### config.mk
export PLATFORM = sky130hd
export DESIGN_NAME = mr_wb_timer_flat
export DESIGN_NICKNAME = d
export VERILOG_FILES = /design/src/rtl/mr_wb_timer_pkg.sv /design/src/rtl/mr_wb_timer_if.sv /design/src/rtl/mr_wb_timer_prescaler.sv /design/src/rtl/mr_wb_timer.sv /design/src/flat_wrapper.sv
export SDC_FILE = /design/constraint.sdc
export NUM_CORES = 1
export LEC_CHECK = 0
export BUFFER_PORTS_ARGS = -buffer_cell sky130_fd_sc_hd__buf_2
export CORE_MARGIN = 10
export CORE_UTILIZATION = 30
export DETAILED_ROUTE_END_ITERATION = 16
export PLACE_DENSITY = 0.46
export SLEW_MARGIN = 20
export SYNTH_ARGS = -nofsm -noshare
export SYNTH_HDL_FRONTEND = slang
export SYNTH_SLANG_ARGS = --single-unit
### constraint.sdc
create_clock -name clk_i -period 2.32 [get_ports clk_i]
set_input_delay 0.116 -clock clk_i [delete_from_list [all_inputs] [get_ports clk_i]]
set_output_delay 0.116 -clock clk_i [all_outputs]
set_load 0.05 [all_outputs]
### src/rtl/mr_wb_timer_pkg.sv
// Shared constants and types for the Wishbone machine timer (mtime/mtimecmp).
// Word-index map, control-register layout and a byte-lane merge helper.
package mr_timer_pkg;

  localparam int XLEN      = 32;
  localparam int XLEN_GRAN = 2;
  localparam int ADR_W     = XLEN - XLEN_GRAN;
  localparam int SEL_W     = XLEN / 8;

  localparam logic [2:0] TMR_IDX_MTIME_LO = 3'd0;
  localparam logic [2:0] TMR_IDX_MTIME_HI = 3'd1;
  localparam logic [2:0] TMR_IDX_CMP_LO   = 3'd2;
  localparam logic [2:0] TMR_IDX_CMP_HI   = 3'd3;
  localparam logic [2:0] TMR_IDX_CTRL     = 3'd4;
  localparam logic [2:0] TMR_IDX_PRESCALE = 3'd5;

  localparam int          CTRL_EN_BIT  = 0;
  localparam logic [63:0] MTIMECMP_RST = 64'hFFFF_FFFF_FFFF_FFFF;

  typedef struct packed {
    logic en;
  } tmr_ctrl_t;

  function automatic logic [XLEN-1:0] merge_lanes(input logic [XLEN-1:0] old_v,
                                                  input logic [XLEN-1:0] wdat,
                                                  input logic [SEL_W-1:0] sel);
    logic [XLEN-1:0] res;
    res = old_v;
    for (int b = 0; b < SEL_W; b++) begin
      if (sel[b]) res[b*8 +: 8] = wdat[b*8 +: 8];
    end
    return res;
  endfunction

endpackage

### src/rtl/mr_wb_timer_if.sv
// Wishbone pipelined-mode bus bundle between an initiator and the timer.
interface mr_wb_timer_if;
  import mr_timer_pkg::*;

  logic [ADR_W-1:0] adr_i;
  logic [XLEN-1:0]  dat_i;
  logic [SEL_W-1:0] sel_i;
  logic             we_i;
  logic             stb_i;
  logic             cyc_i;
  logic [XLEN-1:0]  dat_o;
  logic             ack_o;
  logic             err_o;
  logic             stall_o;

  modport slave (
    input  adr_i, dat_i, sel_i, we_i, stb_i, cyc_i,
    output dat_o, ack_o, err_o, stall_o
  );

  modport master (
    output adr_i, dat_i, sel_i, we_i, stb_i, cyc_i,
    input  dat_o, ack_o, err_o, stall_o
  );

endinterface

### src/rtl/mr_wb_timer_prescaler.sv
// Tick generator: down-counter that fires at zero and reloads the prescale value.
module mr_timer_prescaler #(
  parameter int PRESCALE_W = 8
) (
  input  logic                  clk_i,
  input  logic                  rst_i,
  input  logic                  i_load,
  input  logic [PRESCALE_W-1:0] i_value,
  input  logic [PRESCALE_W-1:0] i_prescale,
  output logic                  o_tick
);
  logic [PRESCALE_W-1:0] r_cnt;

  assign o_tick = (r_cnt == '0);

  // A prescale write restarts the count from the new value straight away.
  always_ff @(posedge clk_i or negedge rst_i) begin
    if (!rst_i)      r_cnt <= '0;
    else if (i_load) r_cnt <= i_value;
    else if (o_tick) r_cnt <= i_prescale;
    else             r_cnt <= r_cnt - 1'b1;
  end

endmodule

### src/rtl/mr_wb_timer.sv
// Wishbone machine timer: 64-bit mtime/mtimecmp, tear-free hi read via shadow, level irq.
// Optional tick prescaler enabled by defining MR_TIMER_PRESCALE_EN.
module mr_wb_timer
  import mr_timer_pkg::*;
#(
  parameter int PRESCALE_W = 8
) (
  input  logic         clk_i,
  input  logic         rst_i,
  mr_wb_timer_if.slave bus,
  output logic         irq_o
);
  logic [63:0]     r_mtime;
  logic [63:0]     r_mtimecmp;
  logic [XLEN-1:0] r_shadow;
  logic [XLEN-1:0] r_dat;
  tmr_ctrl_t       r_ctrl;
  logic            r_ack;
  logic            r_err;
  logic            r_irq;

  logic [2:0]      w_idx;
  logic            w_acc;
  logic            w_rd;
  logic            w_wr;
  logic            w_mapped;
  logic            w_tick;
  logic [XLEN-1:0] w_rdata;
  logic [63:0]     w_mtime_nxt;
  logic            w_unused;

  assign w_idx    = bus.adr_i[2:0];
  assign w_acc    = bus.cyc_i & bus.stb_i;
  assign w_rd     = w_acc & ~bus.we_i & w_mapped;
  assign w_wr     = w_acc & bus.we_i & w_mapped;
  assign w_unused = ^bus.adr_i[ADR_W-1:3];

`ifdef MR_TIMER_PRESCALE_EN
  logic [PRESCALE_W-1:0] r_prescale;
  logic [PRESCALE_W-1:0] w_prescale_nxt;
  logic                  w_ps_load;

  assign w_ps_load      = w_wr && (w_idx == TMR_IDX_PRESCALE);
  assign w_prescale_nxt = PRESCALE_W'(merge_lanes(XLEN'(r_prescale), bus.dat_i, bus.sel_i));

  always_ff @(posedge clk_i or negedge rst_i) begin
    if (!rst_i)         r_prescale <= '0;
    else if (w_ps_load) r_prescale <= w_prescale_nxt;
  end

  mr_timer_prescaler #(.PRESCALE_W(PRESCALE_W)) u_prescaler (
    .clk_i      (clk_i),
    .rst_i      (rst_i),
    .i_load     (w_ps_load),
    .i_value    (w_prescale_nxt),
    .i_prescale (r_prescale),
    .o_tick     (w_tick)
  );
`else
  logic [PRESCALE_W-1:0] w_unused_ps;
  assign w_unused_ps = '0;
  assign w_tick      = 1'b1;
`endif

  always_comb begin
    w_mapped = (w_idx <= TMR_IDX_CTRL);
`ifdef MR_TIMER_PRESCALE_EN
    if (w_idx == TMR_IDX_PRESCALE) w_mapped = 1'b1;
`endif
  end

  always_comb begin
    w_rdata = '0;
    case (w_idx)
      TMR_IDX_MTIME_LO: w_rdata = r_mtime[31:0];
      TMR_IDX_MTIME_HI: w_rdata = r_shadow;
      TMR_IDX_CMP_LO:   w_rdata = r_mtimecmp[31:0];
      TMR_IDX_CMP_HI:   w_rdata = r_mtimecmp[63:32];
      TMR_IDX_CTRL:     w_rdata[CTRL_EN_BIT] = r_ctrl.en;
`ifdef MR_TIMER_PRESCALE_EN
      TMR_IDX_PRESCALE: w_rdata = XLEN'(r_prescale);
`endif
      default: ;
    endcase
  end

  // A bus write to either mtime half pre-empts that cycle's increment.
  always_comb begin
    w_mtime_nxt = r_mtime;
    if (w_wr && (w_idx == TMR_IDX_MTIME_LO))
      w_mtime_nxt[31:0] = merge_lanes(r_mtime[31:0], bus.dat_i, bus.sel_i);
    else if (w_wr && (w_idx == TMR_IDX_MTIME_HI))
      w_mtime_nxt[63:32] = merge_lanes(r_mtime[63:32], bus.dat_i, bus.sel_i);
    else if (r_ctrl.en && w_tick)
      w_mtime_nxt = r_mtime + 64'd1;
  end

  always_ff @(posedge clk_i or negedge rst_i) begin
    if (!rst_i) begin
      r_mtime    <= '0;
      r_mtimecmp <= MTIMECMP_RST;
      r_ctrl     <= '0;
      r_shadow   <= '0;
      r_irq      <= 1'b0;
    end else begin
      r_mtime <= w_mtime_nxt;
      r_irq   <= (r_mtime >= r_mtimecmp);
      if (w_wr && (w_idx == TMR_IDX_CMP_LO))
        r_mtimecmp[31:0] <= merge_lanes(r_mtimecmp[31:0], bus.dat_i, bus.sel_i);
      if (w_wr && (w_idx == TMR_IDX_CMP_HI))
        r_mtimecmp[63:32] <= merge_lanes(r_mtimecmp[63:32], bus.dat_i, bus.sel_i);
      if (w_wr && (w_idx == TMR_IDX_CTRL) && bus.sel_i[0])
        r_ctrl.en <= bus.dat_i[CTRL_EN_BIT];
      // Shadow freezes the high half at the low-half read so a following hi read is consistent.
      if (w_wr && (w_idx == TMR_IDX_MTIME_HI))
        r_shadow <= w_mtime_nxt[63:32];
      else if (w_rd && (w_idx == TMR_IDX_MTIME_LO))
        r_shadow <= r_mtime[63:32];
    end
  end

  always_ff @(posedge clk_i or negedge rst_i) begin
    if (!rst_i) begin
      r_ack <= 1'b0;
      r_err <= 1'b0;
      r_dat <= '0;
    end else begin
      r_ack <= w_acc & w_mapped;
      r_err <= w_acc & ~w_mapped;
      r_dat <= w_rd ? w_rdata : '0;
    end
  end

  // An initiator that drops cyc_i in the response cycle has abandoned the cycle.
  assign bus.ack_o   = r_ack & bus.cyc_i;
  assign bus.err_o   = r_err & bus.cyc_i;
  assign bus.dat_o   = r_dat;
  assign bus.stall_o = 1'b0;
  assign irq_o       = r_irq;

endmodule
### src/flat_wrapper.sv
// flat-port wrapper written by rule: the top's interface ports become plain ports
module mr_wb_timer_flat import mr_timer_pkg::*;
#(
  parameter int PRESCALE_W = 8
)
  (clk_i, rst_i, irq_o, bus_adr_i, bus_dat_i, bus_sel_i, bus_we_i, bus_stb_i, bus_cyc_i, bus_dat_o, bus_ack_o, bus_err_o, bus_stall_o);
  mr_wb_timer_if bus_i ();
  input  logic clk_i;
  input  logic rst_i;
  output logic irq_o;
  input wire logic [$bits(bus_i.adr_i)-1:0] bus_adr_i;
  input wire logic [$bits(bus_i.dat_i)-1:0] bus_dat_i;
  input wire logic [$bits(bus_i.sel_i)-1:0] bus_sel_i;
  input wire logic [$bits(bus_i.we_i)-1:0] bus_we_i;
  input wire logic [$bits(bus_i.stb_i)-1:0] bus_stb_i;
  input wire logic [$bits(bus_i.cyc_i)-1:0] bus_cyc_i;
  output wire logic [$bits(bus_i.dat_o)-1:0] bus_dat_o;
  output wire logic [$bits(bus_i.ack_o)-1:0] bus_ack_o;
  output wire logic [$bits(bus_i.err_o)-1:0] bus_err_o;
  output wire logic [$bits(bus_i.stall_o)-1:0] bus_stall_o;
  assign bus_i.adr_i = bus_adr_i;
  assign bus_i.dat_i = bus_dat_i;
  assign bus_i.sel_i = bus_sel_i;
  assign bus_i.we_i = bus_we_i;
  assign bus_i.stb_i = bus_stb_i;
  assign bus_i.cyc_i = bus_cyc_i;
  assign bus_dat_o = bus_i.dat_o;
  assign bus_ack_o = bus_i.ack_o;
  assign bus_err_o = bus_i.err_o;
  assign bus_stall_o = bus_i.stall_o;
  mr_wb_timer #(.PRESCALE_W(PRESCALE_W)) u_core (.clk_i(clk_i), .rst_i(rst_i), .bus(bus_i), .irq_o(irq_o));
endmodule
==> impl_metrics.tcl <==
set metrics [dict create \
    maxSlewHeadroom_pct 49.5 \
    portBuffers 78 \
    pin_count 107 \
    critPathTopFamily "simple AND/OR/NAND/NOR gates" \
    cts.sinks 196 \
    pwr_density_cell_nw_per_um2 674 \
    hold_class "in -> reg" \
    min_path_cells 3 \
    wl_met1_um 19700 \
    vias 10700 \
    drive_gt1_share_pct 30.4 \
    synth_ff_type "dfrtp_1" \
    timing.final.ws_setup_ps 70.5 \
    clock_latency_ps 460 \
    synth-seq-cells 196 \
    post-synth-top-area-cell "dfrtp_1" \
    gr-usage-all-layers_pct 17.8 \
    wl_met2_um 20100 \
    drt_iter0_drc 709 \
    grt_first_pass_wirelength_um 65500 \
    yosysUniqueCellTypes 72 \
    cpPeakStageDelay_ps 540 \
    cts_tree "yes" \
    wl_per_cell_um 21.2 \
    syn-cell-area_sq_um 11600 \
    top_layer "met4" \
    finalSetupTns_ps 0 \
    fin_crit_sh_pct 97.0 \
    period_minus_slack_ps 2250 \
    r2r_end "u_core.irq_o" \
    wl_um 42100 \
    r2r_cells 8 \
    async_flop_share_pct 100 \
    avgSynthCellArea_sq_um 9.37 \
    status "finished, final reports clean" \
    grt_max_degree 62 \
    diodes 0 \
    cap_violations 0 \
    p_leak_nw 6.30 \
    path_class "reg -> reg" \
    route.met3.wl_um 1690 \
    die_h_um 217 \
    r2r_slack_ps 70 \
    overflow 0 \
    synth_nets 1374 \
    netlist.area_leader.share_pct 28.5 \
    first_pass_iters 5 \
    worstMarginPinSlew_ps 755 \
    rsz0062_at_grt "true" \
    ir_drop_v 0.000546 \
    slew_viol_final 0 \
    areaGrowthSynthToFinish_pct 27.2 \
    root_buffer "clkbuf_16" \
    yosys-top-cells-count "nor2_1, dfrtp_1, a21oi_1, inv_1, a22oi_1" \
    die-area_sq_um 47000 \
    fin_worst_skew_ps 11.9 \
    rows 71 \
    core_sq_um 37900 \
    die_w_um 217 \
    clk_path_buf_depth 2 \
    vias_per_cell 5.38 \
    place_ws_ps -125 \
    place_congestion 0.844 \
    holdPathEnd "u_core.r_ack" \
    synth_warnings 0 \
    path_cells "inv_2 > ha_4 > and4_4 > nand2_2 > or4b_4 > a31o_4 > a41o_1 > o211ai_1" \
    cts_buffers 17 \
    ant_nets 0 \
    finalHoldViolCount 0 \
    synth_most_common_cell "nor2_1" \
    cp_data_required_time_ps 2700 \
    first_global_vias 10900 \
    crit_fanout 2 \
    utilization_pct 38.9 \
    r2r-start "u_core.r_mtimecmp[13]" \
    power_mw 9.95 \
    synth_top_cells_by_area "dfrtp_1, dfstp_2, ha_1, mux2_2, a22oi_1" \
    grt_antenna_before_repair 0 \
    h-tree-depth 4 \
    clk_pin_slew_ps 70 \
    cp.buffers_inverters 1 \
    synth_edf_count 0 \
    max_freq_mhz 445 \
    endpoint_kind "flop" \
    drc_errors 0 \
    start_util_pct 30.6 \
    cp.arrival_ps 2630 \
    hpwl_um 30800 \
    synthCells 1238 \
    worst_setup_path_start_kind "flop" \
    slowest_stage "dfstp_2" \
    seq_area_frac_synth_pct 42.9 \
    min_from "bus_cyc_i" \
    timing.hold.ws_ps 52.3 \
    final-setup-viol-count 0 \
    layout.nets 1597 \
]
## logic make-up (layout without fill, tap and decap cells)
logic type               count (synthesis)  after routing  synth area share [%]
AND/OR/NAND/NOR                        367            367                  15.9
AO/OA/AOI/OAI                          387            387                  21.9
flip-flops                             196            196                  42.9
other                                    1              1                0.0323
multiplexers                            71             71                  6.95
buffers and inverters                  151            387                  5.20
adder cells (fa/ha/maj)                 65             65                  7.01
## worst max-delay path by stage
stage | from | to | slack [ps] | cells after the start
6_report | u_core.r_mtimecmp[13] | u_core.irq_o | 70 | 8
5_1_grt | u_core.r_mtimecmp[12] | u_core.irq_o | -10 | 8
4_1_cts | u_core.r_mtime[1] | u_core.r_mtime[60] | -6 | 7
3_5_place_dp | u_core.r_mtimecmp[13] | u_core.irq_o | -120 | 8
3_3_place_gp | u_core.r_mtimecmp[13] | u_core.irq_o | -110 | 8
2_1_floorplan | u_core.r_mtimecmp[13] | u_core.irq_o | 30 | 8
## registers in the layout, summed over array words and instances, names as in the netlist
name,flops
u_core.r_shadow,32
u_core.bus.dat_o,32
u_core.r_mtime,64
u_core.irq_o,1
u_core.r_err,1
u_core.r_mtimecmp,64
u_core.r_ack,1
u_core.r_ctrl,1
## layout make-up
cell class / count / area [sq um]
well taps: 511 / 639
inverters: 80 / 300
fillers: 3870 / 23200
multi-input cells: 891 / 6180
flip-flops and latches: 196 / 4990
repair buffers: 275 / 2050
clock buffers: 23 / 458
clock inverters: 9 / 153
## tightest hold or removal path: stages
cell,delay [ps]
buf_2,120
nand3_1,130
inv_1,90
## power by group
group          leakage [nW]  internal (mW)  switching (mW)
Combinational          3.67           1.09            1.28
Clock                 0.287           1.83            1.41
Sequential             2.34           3.94           0.390
## metal layers
metal	GRT usage, %	up-vias
met5	0	-
met4	4.85	0
met3	2.94	34
met2	29.1	257
met1	23.8	5323
li1	-	5067
## timing repair
item,4_1_cts,5_1_grt
setup buffers,1,11
pin swaps,4,29
gates resized for setup,5,30
hold buffers,37,0
setup endpoints to repair,6,29
endpoints found under the hold margin,141,0
## metrics by stage
| step | instances | cell area [sq um] |
|---|---|---|
| final | 1985 | 14800 |
| after detailed placement | 1905 | 13600 |
| after global routing | 1985 | 14800 |
| after floorplan | 1238 | 11600 |
| after CTS | 1975 | 14600 |
| after global placement | 1905 | 13600 |
## placed cells by master, fill, tap and decap left out, drive strengths merged, types with 5 or more instances in the layout
cell type / instances
o22ai: 44
o21a: 5
a211oi: 11
nand3: 30
dfstp: 64
nor3: 20
and3: 26
o31ai: 6
nand2: 66
a32oi: 10
a22oi: 70
o211ai: 5
dfrtp: 132
nand4: 26
nor2: 140
nor4: 13
clkbuf: 23
a21oi: 92
ha: 65
inv: 80
dlygate4sd3: 37
and4: 15
or2: 5
a31oi: 10
buf: 238
o21ai: 65
a21o: 8
a311oi: 9
and2: 5
a22o: 10
mux2: 67
Note: power is estimated with default switching activity, not from simulation.
